==> src/rtl/pixel_gen_pipe.sv <==
// pixel_gen_pipe: two-stage registered compositor for mouse, cursor, grid and text,
// with a frame-counted cursor blink timer running on every clk.
module pixel_gen_pipe #(
  parameter int                 CNT_W        = 10,
  parameter int                 CELL_LOG2    = 5,
  parameter int                 COLOR_W      = 12,
  parameter logic [COLOR_W-1:0] FG_COLOR     = 12'hfff,
  parameter logic [COLOR_W-1:0] BG_COLOR     = 12'h000,
  parameter logic [COLOR_W-1:0] GRID_COLOR   = 12'h333,
  parameter logic [COLOR_W-1:0] CURSOR_COLOR = 12'h0cf,
  parameter logic [COLOR_W-1:0] MOUSE_KEY    = 12'hf0f,
  parameter int                 BLINK_FRAMES = 30
) (
  input  logic                       clk,
  input  logic                       rst_n,
  input  logic                       i_pixel_en,
  input  logic                       i_frame_start,
  input  logic                       i_valid,
  input  logic [CNT_W-1:0]           i_h_cnt,
  input  logic [CNT_W-1:0]           i_v_cnt,
  input  logic                       i_enable_mouse_display,
  input  logic [COLOR_W-1:0]         i_mouse_pixel,
  input  logic                       i_mem_pixel,
  input  logic                       i_enable_word_display,
  input  logic                       i_word_pixel,
  input  logic [CNT_W-CELL_LOG2-1:0] i_writing_x,
  input  logic [CNT_W-CELL_LOG2-1:0] i_writing_y,
  input  logic                       i_editing,
  input  logic                       i_grid_en,
  input  logic                       i_invert,
  output logic [COLOR_W-1:0]         o_pixel,
  output logic                       o_pixel_valid
);
  localparam int BW = (BLINK_FRAMES > 0) ? $clog2(BLINK_FRAMES + 1) : 1;
  logic               w_border, w_cur_hit, w_mouse_on;
  logic [COLOR_W-1:0] w_fg, w_bg, w_pixel;
  logic               r_s1_valid, r_s1_border, r_s1_cur_hit, r_s1_mouse_on;
  logic [COLOR_W-1:0] r_s1_mouse_pixel;
  logic               r_s1_mem, r_s1_word_on, r_s1_grid_en, r_s1_invert;
  logic [COLOR_W-1:0] r_pixel;
  logic               r_pixel_valid;
  logic [BW-1:0]      r_blink_cnt;
  logic               r_blink_on, r_editing_d;
  assign w_border = (i_h_cnt[CELL_LOG2-1:0] == '0) || (i_h_cnt[CELL_LOG2-1:0] == '1) ||
                    (i_v_cnt[CELL_LOG2-1:0] == '0) || (i_v_cnt[CELL_LOG2-1:0] == '1);
  assign w_cur_hit = i_editing && (i_h_cnt[CNT_W-1:CELL_LOG2] == i_writing_x) &&
                     (i_v_cnt[CNT_W-1:CELL_LOG2] == i_writing_y);
  assign w_mouse_on = i_enable_mouse_display && (i_mouse_pixel != MOUSE_KEY);
  always_ff @(posedge clk or negedge rst_n)
    if (!rst_n) begin
      r_s1_valid       <= 1'b0;
      r_s1_border      <= 1'b0;
      r_s1_cur_hit     <= 1'b0;
      r_s1_mouse_on    <= 1'b0;
      r_s1_mouse_pixel <= '0;
      r_s1_mem         <= 1'b0;
      r_s1_word_on     <= 1'b0;
      r_s1_grid_en     <= 1'b0;
      r_s1_invert      <= 1'b0;
      r_pixel          <= '0;
      r_pixel_valid    <= 1'b0;
    end else if (i_pixel_en) begin
      r_s1_valid       <= i_valid;
      r_s1_border      <= w_border;
      r_s1_cur_hit     <= w_cur_hit;
      r_s1_mouse_on    <= w_mouse_on;
      r_s1_mouse_pixel <= i_mouse_pixel;
      r_s1_mem         <= i_mem_pixel;
      r_s1_word_on     <= i_enable_word_display && i_word_pixel;
      r_s1_grid_en     <= i_grid_en;
      r_s1_invert      <= i_invert;
      r_pixel          <= w_pixel;
      r_pixel_valid    <= r_s1_valid;
    end
  assign w_fg = r_s1_invert ? BG_COLOR : FG_COLOR;
  assign w_bg = r_s1_invert ? FG_COLOR : BG_COLOR;
  // Priority: mouse over cursor border, cursor interior, grid, text, background.
  always_comb begin
    w_pixel = !r_s1_valid                  ? '0 :
              r_s1_mouse_on                ? r_s1_mouse_pixel :
              r_s1_cur_hit && r_s1_border  ? (r_blink_on ? CURSOR_COLOR : (r_s1_grid_en ? GRID_COLOR : w_bg)) :
              r_s1_cur_hit                 ? (r_s1_mem ? w_fg : w_bg) :
              r_s1_border && r_s1_grid_en  ? GRID_COLOR :
              r_s1_word_on                 ? w_fg : w_bg;
  end
  // Entering edit mode restarts the blink so the cursor is visible immediately.
  always_ff @(posedge clk or negedge rst_n)
    if (!rst_n) begin
      r_editing_d <= 1'b0;
      r_blink_cnt <= '0;
      r_blink_on  <= 1'b1;
    end else begin
      r_editing_d <= i_editing;
      if (BLINK_FRAMES == 0 || (i_editing && !r_editing_d)) begin
        r_blink_cnt <= '0;
        r_blink_on  <= 1'b1;
      end else if (i_frame_start) begin
        if (r_blink_cnt == BW'(BLINK_FRAMES - 1)) begin
          r_blink_cnt <= '0;
          r_blink_on  <= !r_blink_on;
        end else r_blink_cnt <= r_blink_cnt + 1'b1;
      end
    end
  assign o_pixel       = r_pixel;
  assign o_pixel_valid = r_pixel_valid;
endmodule

==> config.mk <==
export PLATFORM = sky130hd
export DESIGN_NAME = pixel_gen_pipe
export DESIGN_NICKNAME = d
export VERILOG_FILES = /design/src/rtl/pixel_gen_pipe.sv
export SDC_FILE = /design/constraint.sdc
export NUM_CORES = 1
export LEC_CHECK = 0
export ABC_AREA = 1
export BUFFER_PORTS_ARGS = -buffer_cell sky130_fd_sc_hd__buf_2
export CAP_MARGIN = 15
export CORE_UTILIZATION = 54
export DETAILED_ROUTE_END_ITERATION = 7
export PLACE_DENSITY = 0.95
export SETUP_SLACK_MARGIN = 0.3
export SLEW_MARGIN = 40
export SYNTH_ARGS = -nofsm -noshare
export SYNTH_HDL_FRONTEND = slang
export SYNTH_SLANG_ARGS = --single-unit
==> constraint.sdc <==
create_clock -name clk -period 2.5 [get_ports clk]
set_input_delay 0.125 -clock clk [delete_from_list [all_inputs] [get_ports clk]]
set_output_delay 0.125 -clock clk [all_outputs]
set_load 0.02 [all_outputs]
* Word-level counts from Yosys, hierarchy flattened *
Cells that the tools add are included.

cells by class
  add/sub/neg operators = 1
  equal/unequal tests = 6
  muxes and demuxes = 17
  reduce and logical (&&, ||, !) cells = 17

operator list
  kind                                                            number
  12-bit 2-to-1 mux                                               11
  5-bit == test (second input constant)                           3
  5-bit 2-to-1 mux                                                3
  12-bit inequality test (second input constant)                  1
  5-bit == test                                                   2
  5-bit logical NOT                                               2
  1-bit logical AND                                               7
  5-bit by 1-bit adder with 5-bit output (second input constant)  1
  2-bit nonzero test                                              2
  1-bit logical OR                                                3
  1-bit 2-to-1 mux                                                3
  1-bit logical NOT                                               2
  2-bit AND reduction                                             1

word-level totals
  register bits after elaboration = 40
  output and inout bits = 13
  logic and storage cells = 55

* Depth between registers and ports, before layout *
  word-level depth = 7
  gate-level depth with buffers = 9
  gate-level depth less buffers = 9

* Worst setup path before layout *
Ideal clock, no wire load.

  path type = register to register
  start point = register r_blink_cnt[1]
  end point = register r_blink_on
  arrival = 1.033 ns
  slack = 1.388 ns
  stages on the path, launching flop included = 7
  buffers on the path = 0
  clock period less this slack = 1.112 ns
  cell sequence = dfrtp_1 > inv_1 > ha_1 > nand4_1 > a21oi_2 > o21ai_0 > o21ai_0

between the ends
  longest elaborated chain between the ends = 3

RTL lines
  what                           line  source
  start, declared                42    logic [BW-1:0] r_blink_cnt;
  start signal, assigned         101   end else r_blink_cnt <= r_blink_cnt + 1'b1;
  5-bit == test                  98    if (r_blink_cnt == BW'(BLINK_FRAMES - 1)) begin
  2-bit nonzero test (no line)   --
  2-bit AND reduction (no line)  --
  end signal, assigned           100   r_blink_on <= !r_blink_on;
  end, declared                  43    logic r_blink_on, r_editing_d;

Every way passes these cells.
A chain may end at the register's enable or synchronous reset.

* Final worst setup path *
Ends and elaborated chain as after synthesis.

==> metrics.md <==
| Metric | Value |
|---|---|
| # DRC | `0` |
| Post_cts resized | `0` |
| Fin. max-slew vios | `0` |
| Final-report hold violation count | `0` |
| Core footprint | `approximately 3700 µm²` |
| Final ANT Viol Nets | `0` |
| Synthesized instance count | `272` |
| Chip Width | `around 64 µm` |
| Final instance area | `roughly 2600 µm²` |
| CP Launch Type | `flop` |
| Final min period | `1310 ps` |
| Fmax | `764 MHz` |
| Cell internal pwr | `roughly 1.2 mW` |
| Share of the synthesized area in the top cell type | `0.475` |
| Switching Share | `0.299` |
| Post-synth top cells | `nand2_1 (96), dfrtp_1 (39), inv_1 (28)` |
| RSZ-0062 raised after global routing | `no` |
| Effective utilization at floorplan | `0.561` |
| First-pass GRT wire length | `roughly 8100 µm` |
| CTS sink count | `40` |
| FF+latch count, synth | `40` |
| Syn Nets | `~330` |
| Global-route usage over all layers | `0.258` |
| Via count | `1981` |
| Net Sw Power | `0.497 mW` |
| CTS tree | `done` |
| Slew HR | `0.625` |
| Filler cell count in the final layout | `between 300 and 400` |
| Final setup viols | `0` |
| Avg Cell Area, Syn | `about 7.5 µm²` |
| Mean number of vias per cell | `slightly above 5` |
| Top FF cell, synth | `dfrtp_1` |
| CTS Buffer Depth | `2` |
| Clk_skew | `around 4.3 ps` |
| Gr busiest metal | `met2` |
| Yosys top cell by area | `dfrtp_1` |
| # rows | `22` |
| Clk root buf | `clkbuf_8` |
| Post-route non-filler standard cell count | `390` |
| Pwr Density | `approximately 650 nW/µm²` |
| Final WL | `between 4000 and 5000 µm` |
| Yosys cell types | `22` |
| CP Data Required Time | `about 2700 ps` |
| Initial antenna violation count | `0` |
| DRT iter0 DRCs | `100` |
| Final GP Congestion | `roughly 0.81` |
| Ranking of synthesized cells by area | `dfrtp_1 (48%), nand2_1 (18%), o21ai_0 (5.6%)` |
| Detailed Place HPWL | `3440 µm` |
| Seq/Total Area, Yosys | `0.488` |
| Gate power share | `0.214` |
| Max-cap violations | `0` |
| Number of diodes | `0` |
| Cell area after synthesis | `between 2000 and 2500 µm²` |
| Sequential share of power | `0.476` |
| Slew at the pin closest to its max-slew limit | `approximately 560 ps` |
| Inst Count DP | `between 300 and 400` |
| HP Class | `primary input to flop` |
| Clk_lat worst skew | `290 ps` |
| CP Max Fanout | `4` |
| Clock power share | `0.310` |
| Arrival @ worst endpoint | `approximately 1500 ps` |
| Pin count of the biggest net entering global routing | `39` |
| YS warnings | `0` |
| Count leader, synth | `nand2_1` |
| Met3 global-route usage | `0.0453` |
| Setup Total Neg Slack | `0 ps` |
| Max rail drop VDD | `between 500 and 600 µV` |
| H-tree depth | `2` |
| Fin crit share | `0.523` |
| Worst setup EP type | `flop` |
| Clk slew on worst S/H paths | `80 ps` |
| IO Pins | `67` |
| GR met1 Demand/Resource | `0.310` |
| Total global routing overflow | `0` |
| Post-synth EDFFs | `0` |
| Async set-or-reset flop fraction in the synthesized netlist | `1.00` |
| Crit Path Class | `flop to flop` |
| Die Span Y | `63.7 µm` |
| Status | `finished, final reports clean` |
| Input/output buffers | `66` |
| Synth-to-layout area growth | `24.8%` |
| DP Area | `roughly 2400 µm²` |
| Share of cells above drive strength 1 | `0.251` |
| Met2 Track Usage GR | `0.439` |
| Leak | `approximately 1.4 nW` |
| Pwr Total | `about 1.7 mW` |
| First-pass iteration count of the detailed router | `4` |
| Nets | `around 400` |
| Die area | `4050 µm²` |
| Vias in the first global route | `1952` |
| Avg WL per Cell | `between 10 and 15 µm` |
| CTS Buf Count | `5` |
[what timing repair did]
action                    4_1_cts  5_1_grt
setup buffers                   0        0
hold buffers                    2        0
hold endpoints to repair       17        0
[per-layer routing]
| metal | routed length, µm | share of wire |
|---|---|---|
| met1 | 1930 | 0.41 |
| met4 | 152 | 0.032 |
| met3 | 137 | 0.029 |
| met2 | 2490 | 0.53 |
| met5 | 0 | 0 |
[layout make-up]
cell class / instances / area (µm²) / share of cell area
Clock buffer: 6 / 72.6 / 0.0283
Clock inverter: 2 / 35.0 / 0.0137
Inverter: 34 / 128 / 0.0498
Multi-Input combinational cell: 191 / 887 / 0.346
Sequential cell: 40 / 1000 / 0.391
Tap cell: 48 / 60.1 / 0.0234
Timing Repair Buffer: 69 / 378 / 0.147
[through the flow]
step	util	hold WS (ps)	setup WS, ps
finish	0.700	27.6	1190
global route	0.700	50.2	1100
CTS	0.700	27.1	1180
detailed placement	0.665	102	1160
global placement	0.658	273	1260
floorplan	-	-171	1390
[critical path, stage by stage (launching register included)]
cell and delay (ps):
dfrtp_1 390, inv_1 100, ha_1 150, nand4_1 150, a21oi_2 230, o21ai_0 110, o21ai_0 100
[worst paths after layout]
check | startpoint | cells past startpoint | slack (ps) | end
min reg2reg | o_pixel[4] | 2 | 480 | o_pixel[4]
max | r_blink_cnt[1] | 6 | 1190 | r_blink_on
max in group asynchronous | rst_n | 3 | 1720 | r_s1_valid
min in group asynchronous | rst_n | 2 | 320 | o_pixel[9]
min | i_valid | 3 | 30 | r_s1_valid
max reg2reg | r_blink_cnt[1] | 6 | 1190 | r_blink_on
[power groups by stage]
stage	combinational [mW]	sequential [mW]	clock (mW)
finish	0.355	0.790	0.515
global route	0.399	0.801	0.551
CTS	0.355	0.789	0.521
detailed placement	0.347	0.801	0
global placement	0.325	0.795	0
floorplan	0.191	0.815	0
[layout by cell type, fill, tap and decap left out]
cell	netlist	final
nand2_1	96	96
buf_2	5	66
dfrtp_1	39	39
inv_1	28	28
o21ai_0	23	23
nor2_1	15	15
a21oi_1	14	14
nand3_1	14	14
nor3_1	7	7
inv_2	6	6
nand4_1	6	6
clkbuf_8	0	5
xor2_1	3	3
xnor2_1	3	3
nand2_2	2	2
nor2_4	2	2
nand3b_1	2	2
ha_1	2	2
dlygate4sd3_1	0	2
a21oi_2	1	1
o22ai_1	1	1
clkinv_2	0	1
bufinv_16	0	1
clkbuf_1	1	1
buf_16	0	1
dfstp_2	1	1
[logic make-up after synthesis]
family,count (synthesis),synth area share
AND/OR/NAND/NOR,144,0.297
XOR/XNOR,6,0.0256
buffers and inverters,41,0.0798
adder cells (fa/ha/maj),2,0.0122
AO/OA/AOI/OAI,39,0.0975
flip-flops,40,0.488
[sequential cells by signal, indices dropped and copies added, names as in the netlist]
name              flops
o_pixel              12
o_pixel_valid         1
r_blink_cnt           5
r_blink_on            1
r_editing_d           1
r_s1_border           1
r_s1_cur_hit          1
r_s1_grid_en          1
r_s1_invert           1
r_s1_mem              1
r_s1_mouse_on         1
r_s1_mouse_pixel     12
r_s1_valid            1
r_s1_word_on          1
(Power assumes the default switching activity.)
